--- config.mk ---
export PLATFORM = sky130hd
export DESIGN_NAME = data_bus_if
export DESIGN_NICKNAME = d
export VERILOG_FILES = /design/src/rtl/data_bus_if.sv
export SDC_FILE = /design/constraint.sdc
export NUM_CORES = 1
export LEC_CHECK = 0
export ABC_AREA = 0
export CORE_ASPECT_RATIO = 1.4
export CORE_MARGIN = 2
export CORE_UTILIZATION = 37
export CTS_CLUSTER_SIZE = 24
export DETAILED_ROUTE_END_ITERATION = 6
export GPL_TIMING_DRIVEN = 0
export PLACE_DENSITY = 0.78
export SLEW_MARGIN = 25
export SYNTH_ARGS = -nofsm -noshare
export SYNTH_HDL_FRONTEND = slang
export SYNTH_SLANG_ARGS = --single-unit
export TNS_END_PERCENT = 10
--- constraint.sdc ---
create_clock -name clk -period 1.9 [get_ports clk]
set_clock_uncertainty 0.2 [all_clocks]
set_input_delay 0.38 -clock clk [delete_from_list [all_inputs] [get_ports clk]]
set_output_delay 0.38 -clock clk [all_outputs]
set_load 0.01 [all_outputs]
--- src/rtl/data_bus_if.sv ---
// Data-memory to Wishbone B4 classic bridge: turns a single-cycle core RAM access
// into one bus cycle, stalls the pipeline meanwhile and aborts on an ack timeout.
module data_bus_if #(
    parameter int TIMEOUT_CYCLES = 255,
    parameter int CNT_W          = 8
) (
    input  logic        clk,
    input  logic        rst,
    input  logic [5:0]  stall_i,
    input  logic        cpu_ce_i,
    input  logic [31:0] cpu_addr_i,
    input  logic [31:0] cpu_data_i,
    input  logic        cpu_we_i,
    input  logic [3:0]  cpu_sel_i,
    output logic [31:0] cpu_data_o,
    output logic        stallreq_o,
    output logic        err_o,
    input  logic [31:0] wb_data_i,
    input  logic        wb_ack_i,
    output logic [31:0] wb_addr_o,
    output logic [31:0] wb_data_o,
    output logic        wb_we_o,
    output logic [3:0]  wb_sel_o,
    output logic        wb_stb_o,
    output logic        wb_cyc_o
);

    typedef enum logic [1:0] {
        IDLE           = 2'd0,
        BUSY           = 2'd1,
        WAIT_FOR_STALL = 2'd2
    } state_e;

    localparam logic [CNT_W-1:0] CNT_LAST =
        CNT_W'((TIMEOUT_CYCLES == 0) ? 0 : TIMEOUT_CYCLES - 1);

    state_e            state_q, state_d;
    logic [31:0]       addr_q, addr_d;
    logic [31:0]       wdata_q, wdata_d;
    logic [31:0]       rd_buf_q, rd_buf_d;
    logic              we_q, we_d;
    logic [3:0]        sel_q, sel_d;
    logic              stb_q, stb_d;
    logic              cyc_q, cyc_d;
    logic              err_q, err_d;
    logic [CNT_W-1:0]  cnt_q, cnt_d;
    logic              timeout;

    // An ack in the same cycle as the last allowed wait state wins over the abort.
    assign timeout = (TIMEOUT_CYCLES != 0) && (state_q == BUSY) && !wb_ack_i &&
                     (cnt_q == CNT_LAST);

    always_comb begin
        state_d    = state_q;
        addr_d     = addr_q;
        wdata_d    = wdata_q;
        rd_buf_d   = rd_buf_q;
        we_d       = we_q;
        sel_d      = sel_q;
        stb_d      = stb_q;
        cyc_d      = cyc_q;
        cnt_d      = cnt_q;
        err_d      = 1'b0;
        stallreq_o = 1'b0;
        cpu_data_o = 32'h0;

        case (state_q)
            IDLE: begin
                if (cpu_ce_i) begin
                    stallreq_o = 1'b1;
                    addr_d     = cpu_addr_i;
                    wdata_d    = cpu_data_i;
                    we_d       = cpu_we_i;
                    sel_d      = cpu_sel_i;
                    stb_d      = 1'b1;
                    cyc_d      = 1'b1;
                    cnt_d      = '0;
                    state_d    = BUSY;
                end
            end
            BUSY: begin
                if (wb_ack_i || timeout) begin
                    addr_d  = 32'h0;
                    wdata_d = 32'h0;
                    we_d    = 1'b0;
                    sel_d   = 4'b0000;
                    stb_d   = 1'b0;
                    cyc_d   = 1'b0;
                    if (wb_ack_i && !we_q) begin
                        cpu_data_o = wb_data_i;
                        rd_buf_d   = wb_data_i;
                    end else begin
                        rd_buf_d   = 32'h0;
                    end
                    err_d   = timeout;
                    state_d = (stall_i != 6'd0) ? WAIT_FOR_STALL : IDLE;
                end else begin
                    stallreq_o = 1'b1;
                    cnt_d      = cnt_q + CNT_W'(1);
                end
            end
            WAIT_FOR_STALL: begin
                // Hold load data until the other stall source lets the pipeline move.
                cpu_data_o = rd_buf_q;
                if (stall_i == 6'd0) begin
                    state_d = IDLE;
                end
            end
            default: begin
                state_d = IDLE;
            end
        endcase
    end

    always_ff @(posedge clk) begin
        if (rst) begin
            state_q  <= IDLE;
            addr_q   <= 32'h0;
            wdata_q  <= 32'h0;
            rd_buf_q <= 32'h0;
            we_q     <= 1'b0;
            sel_q    <= 4'b0000;
            stb_q    <= 1'b0;
            cyc_q    <= 1'b0;
            err_q    <= 1'b0;
            cnt_q    <= '0;
        end else begin
            state_q  <= state_d;
            addr_q   <= addr_d;
            wdata_q  <= wdata_d;
            rd_buf_q <= rd_buf_d;
            we_q     <= we_d;
            sel_q    <= sel_d;
            stb_q    <= stb_d;
            cyc_q    <= cyc_d;
            err_q    <= err_d;
            cnt_q    <= cnt_d;
        end
    end

    assign wb_addr_o = addr_q;
    assign wb_data_o = wdata_q;
    assign wb_we_o   = we_q;
    assign wb_sel_o  = sel_q;
    assign wb_stb_o  = stb_q;
    assign wb_cyc_o  = cyc_q;
    assign err_o     = err_q;

endmodule

==> results.py <==
metrics = {
    "global_route": {
        "overflow": 0,
        "grt_pass1_vias": 5071,
        "grt_usage": 0.231,
        "antenna_found_initial": 1,
        "grt_pass1_wl_mm": 24.7,
        "grt_start_max_net_pins": 17,
    },
    "worst_setup_path": {
        "required_ps": 1320,
        "worst-setup-path-type": "reg2out",
        "path_depth": 10,
        "critPathTopFamily": "buffers and inverters",
        "crit_path_end_kind": "output pin",
        "reg2regPathDepth": 9,
        "max_stage_delay_ps": 320,
        "cp-startpoint": "state_q[1]$_SDFFE_PP0P_",
        "arrival_ps": 1910,
        "cp_max_fo": 7,
        "crit_path_top_delay_cell": "dfxtp_2",
        "ff2ff_setup_slack_ps": -170,
        "worstSetupStartpointType": "flip-flop",
        "regToRegEndpoint": "cnt_q[0]$_SDFFE_PP0P_",
        "path_buf_inv": 5,
        "rr_startpoint": "state_q[1]$_SDFFE_PP0P_",
        "critPathCapture": "cpu_data_o[10]",
        "path_cells": "inv_2, ha_4, buf_8, nand2_4, nor2_4, buf_4, buf_6, a22oi_2, nor2b_2, buf_2",
    },
    "sta": {
        "fmax_mhz": 402,
        "final-setup-viol-count": 97,
        "period_share": 1.31,
        "setup_tns_ps": -22700,
        "final-max-slew-violation-count": 0,
        "fin_crit_ps": 2490,
        "final-hold-violation-count": 0,
        "worst_pin_slew_ps": 366,
        "rsz0062_at_grt": "true",
        "setup_ws_ps": -589,
        "slew_headroom": 0.755,
    },
    "power": {
        "switching_share": 0.311,
        "seqPwrFrac": 0.301,
        "power.total_mw": 10.1,
        "power_frac_clock": 0.321,
        "comb_power_share": 0.378,
        "p_int_mw": 6.99,
        "p_leak_nw": 3.42,
        "pwr_density_cell_mw_per_mm2": 1280,
        "peakVddDrop_mv": 0.612,
        "power.net_switching_mw": 3.16,
    },
    "placement": {
        "dp.final_hpwl_mm": 11.2,
        "dpl_cell_area_mm2": 0.00694,
        "place_ws_ps": -1020,
        "portBuffers": 215,
        "dp_cells": 845,
        "gp_congestion": 0.837,
    },
    "die": {
        "fp.coreArea_mm2": 0.0122,
        "ios": 216,
        "die-area_mm2": 0.0132,
        "start_util": 0.374,
        "die_w_um": 97.8,
        "die_h_um": 135,
        "fp-row-count": 48,
    },
    "outcome": {
        "status": "finished with violations",
        "failed_checks": "design-rule violations, negative setup slack",
    },
    "clock_tree": {
        "clock_sinks": 113,
        "clock_latency_ps": 400,
        "clock_path_buffers": 2,
        "cts-hold-fix-buffers": 0,
        "cts_root_buf": "clkbuf_16",
        "cts_tree": "yes",
        "cts_max_level": 4,
        "numCtsBuffers": 17,
        "clkTransAtPathRegs_ps": 50,
    },
    "cells_and_area": {
        "nets": 849,
        "syn_to_final_growth_pct": 74.2,
        "drive_above_1_share": 0.226,
        "postLayoutCellArea_mm2": 0.00794,
        "fillers": 984,
        "fin_cells": 893,
    },
    "synth": {
        "muxShareOfSynthArea": 0.00549,
        "synthTopCellsByArea": "dfxtp_1, a22o_1, a22oi_1, a21oi_1, nor2b_1",
        "synth-compound-area-share": 0.298,
        "ys_seq_area_frac": 0.496,
        "synth_top_family_by_area": "compound AO/OA/AOI/OAI gates",
        "post-synth-top-area-fraction": 0.496,
        "syn_nets": 597,
        "syn_area_mm2": 0.00456,
        "yosysTopAreaCell": "dfxtp_1",
        "synth-async-reset-ratio": 0,
        "synth_xor_xnor_area_share": 0,
        "yosys.area_share.simple": 0.137,
        "synth-seq-cells": 113,
        "syn_inst": 480,
        "yosys.area_share.adder": 0.0165,
        "synthDistinctLibCells": 41,
        "yosys_warnings": 0,
        "synth_edf_count": 0,
        "synth_area_per_cell_um2": 9.50,
        "ys.flop_type": "dfxtp_1",
    },
    "detailed_routing": {
        "post_drt_wl_per_cell_um": 17.8,
        "wl_mm": 15.9,
        "num_vias": 4910,
        "first_pass_iters": 7,
        "viasPerCell": 5.50,
        "drc_errors": 1,
        "ant_nets": 0,
        "drtIter0Drc": 200,
    },
    "min_path": {
        "min_from": "wb_addr_o[2]$_SDFFE_PP0P_",
        "hold_class": "reg2reg",
    },
    "run": {
        "drv_cap": 0,
    },
}
[power groups by stage]
stage	combinational, mW	sequential (mW)	clock, mW
after floorplan	1.59	3.19	0
after global placement	3.16	3.06	0
after detailed placement	3.26	3.07	0
after CTS	3.77	3.05	3.31
after global routing	4.12	3.10	3.42
final	3.84	3.05	3.25
[worst min-delay path by stage]
| stage | end | slack [ps] | cells past startpoint |
|---|---|---|---|
| 3_5_place_dp | rd_buf_q[30]$_SDFFE_PP0P_ | 260 | 1 |
| 5_1_grt | rd_buf_q[21]$_SDFFE_PP0P_ | 290 | 1 |
| 3_3_place_gp | rd_buf_q[1]$_SDFFE_PP0P_ | 260 | 1 |
| 6_report | wb_addr_o[2]$_SDFFE_PP0P_ | 270 | 2 |
| 4_1_cts | wb_addr_o[2]$_SDFFE_PP0P_ | 270 | 2 |
| 2_1_floorplan | rd_buf_q[10]$_SDFFE_PP0P_ | 240 | 1 |
[state kept, by name (all words and copies together) (netlist names)]
signal,flops
err_o,1
state_q,2
wb_we_o,1
wb_cyc_o,1
wb_addr_o,32
cnt_q,8
wb_sel_o,4
wb_data_o,32
rd_buf_q,32
[tightest hold or removal path: cells and delay by family (launching register included)]
family	cells	cell delay [ps]
flops	1	300
compound gates	2	120
[per-stage QoR]
stage,util,hold slack (ps)
after global routing,0.651,288
after detailed placement,0.569,256
after CTS,0.640,273
final,0.651,271
after floorplan,-,243
after global placement,0.569,256
[cell usage after synthesis, types with 2 or more instances]
| master | count |
|---|---|
| buf_2 | 13 |
| a22o_1 | 62 |
| or4_1 | 3 |
| nor4_1 | 2 |
| nand4_1 | 3 |
| and3_1 | 2 |
| nor2_1 | 3 |
| a22oi_1 | 32 |
| ha_1 | 6 |
| nand3_1 | 42 |
| o211ai_1 | 4 |
| inv_1 | 5 |
| o21ai_0 | 41 |
| nand2_1 | 9 |
| dfxtp_1 | 113 |
| o31ai_1 | 2 |
| a21oi_1 | 44 |
| clkbuf_1 | 32 |
| nand2b_1 | 3 |
| a31oi_1 | 2 |
| nor2b_1 | 34 |
| nor3_1 | 4 |
[logic make-up (layout without fill, tap and decap cells)]
family / after synthesis / count (layout)
muxes: 2 / 2
and+or+nand+nor: 111 / 111
DFF: 113 / 113
adders and majority gates: 6 / 6
buffers and inverters: 51 / 313
other: 0 / 1
AOI/OAI and AO/OA: 197 / 197
[layer usage]
| layer | wire [µm] | part of all wire | global-route usage | vias up |
|---|---|---|---|---|
| met5 | 0 | 0 | 0 | - |
| met4 | 426 | 0.027 | 0.104 | 0 |
| li1 | - | - | - | 2303 |
| met2 | 8420 | 0.53 | 0.424 | 225 |
| met3 | 1070 | 0.067 | 0.0691 | 28 |
| met1 | 5990 | 0.38 | 0.243 | 2354 |
[cell usage in the layout, fill, tap and decap left out, types with 3 or more instances in the layout]
cell type and count:
a21oi_1 42, a22o_1 62, a22oi_1 18, a22oi_2 14, buf_2 36, buf_4 21, buf_6 13, bufinv_16 3
clkbuf_16 17, clkbuf_2 16, clkbuf_4 5, clkbuf_8 10, clkdlybuf4s50_1 157, dfxtp_1 110, dfxtp_2 3, dlymetal6s2s_1 22
ha_4 3, inv_1 3, nand2_1 7, nand2b_1 3, nand3_1 41, nand4_1 3, nor2b_1 32, o211ai_1 4
o21ai_0 7, o21ai_1 34, or4_1 3
[cell type report]
class	instances	area [µm²]	area share
Sequential cell	113	2270	0.285
Multi-Input combinational cell	316	2300	0.289
Timing Repair Buffer	235	2230	0.281
Inverter	5	18.8	0.00236
Antenna cell	1	2.50	0.000315
Clock inverter	5	100	0.0126
Buffer	44	329	0.0414
Tap cell	150	188	0.0236
Clock buffer	24	512	0.0644
[timing repair]
action / 4_1_cts / 5_1_grt
hold endpoints to repair: 0 / 0
setup endpoints to repair: 144 / 164
setup buffers: 12 / 5
gates cloned: 3 / 0
pin swaps: 15 / 8
gates resized for setup: 266 / 39
(Power assumes the default switching activity.)
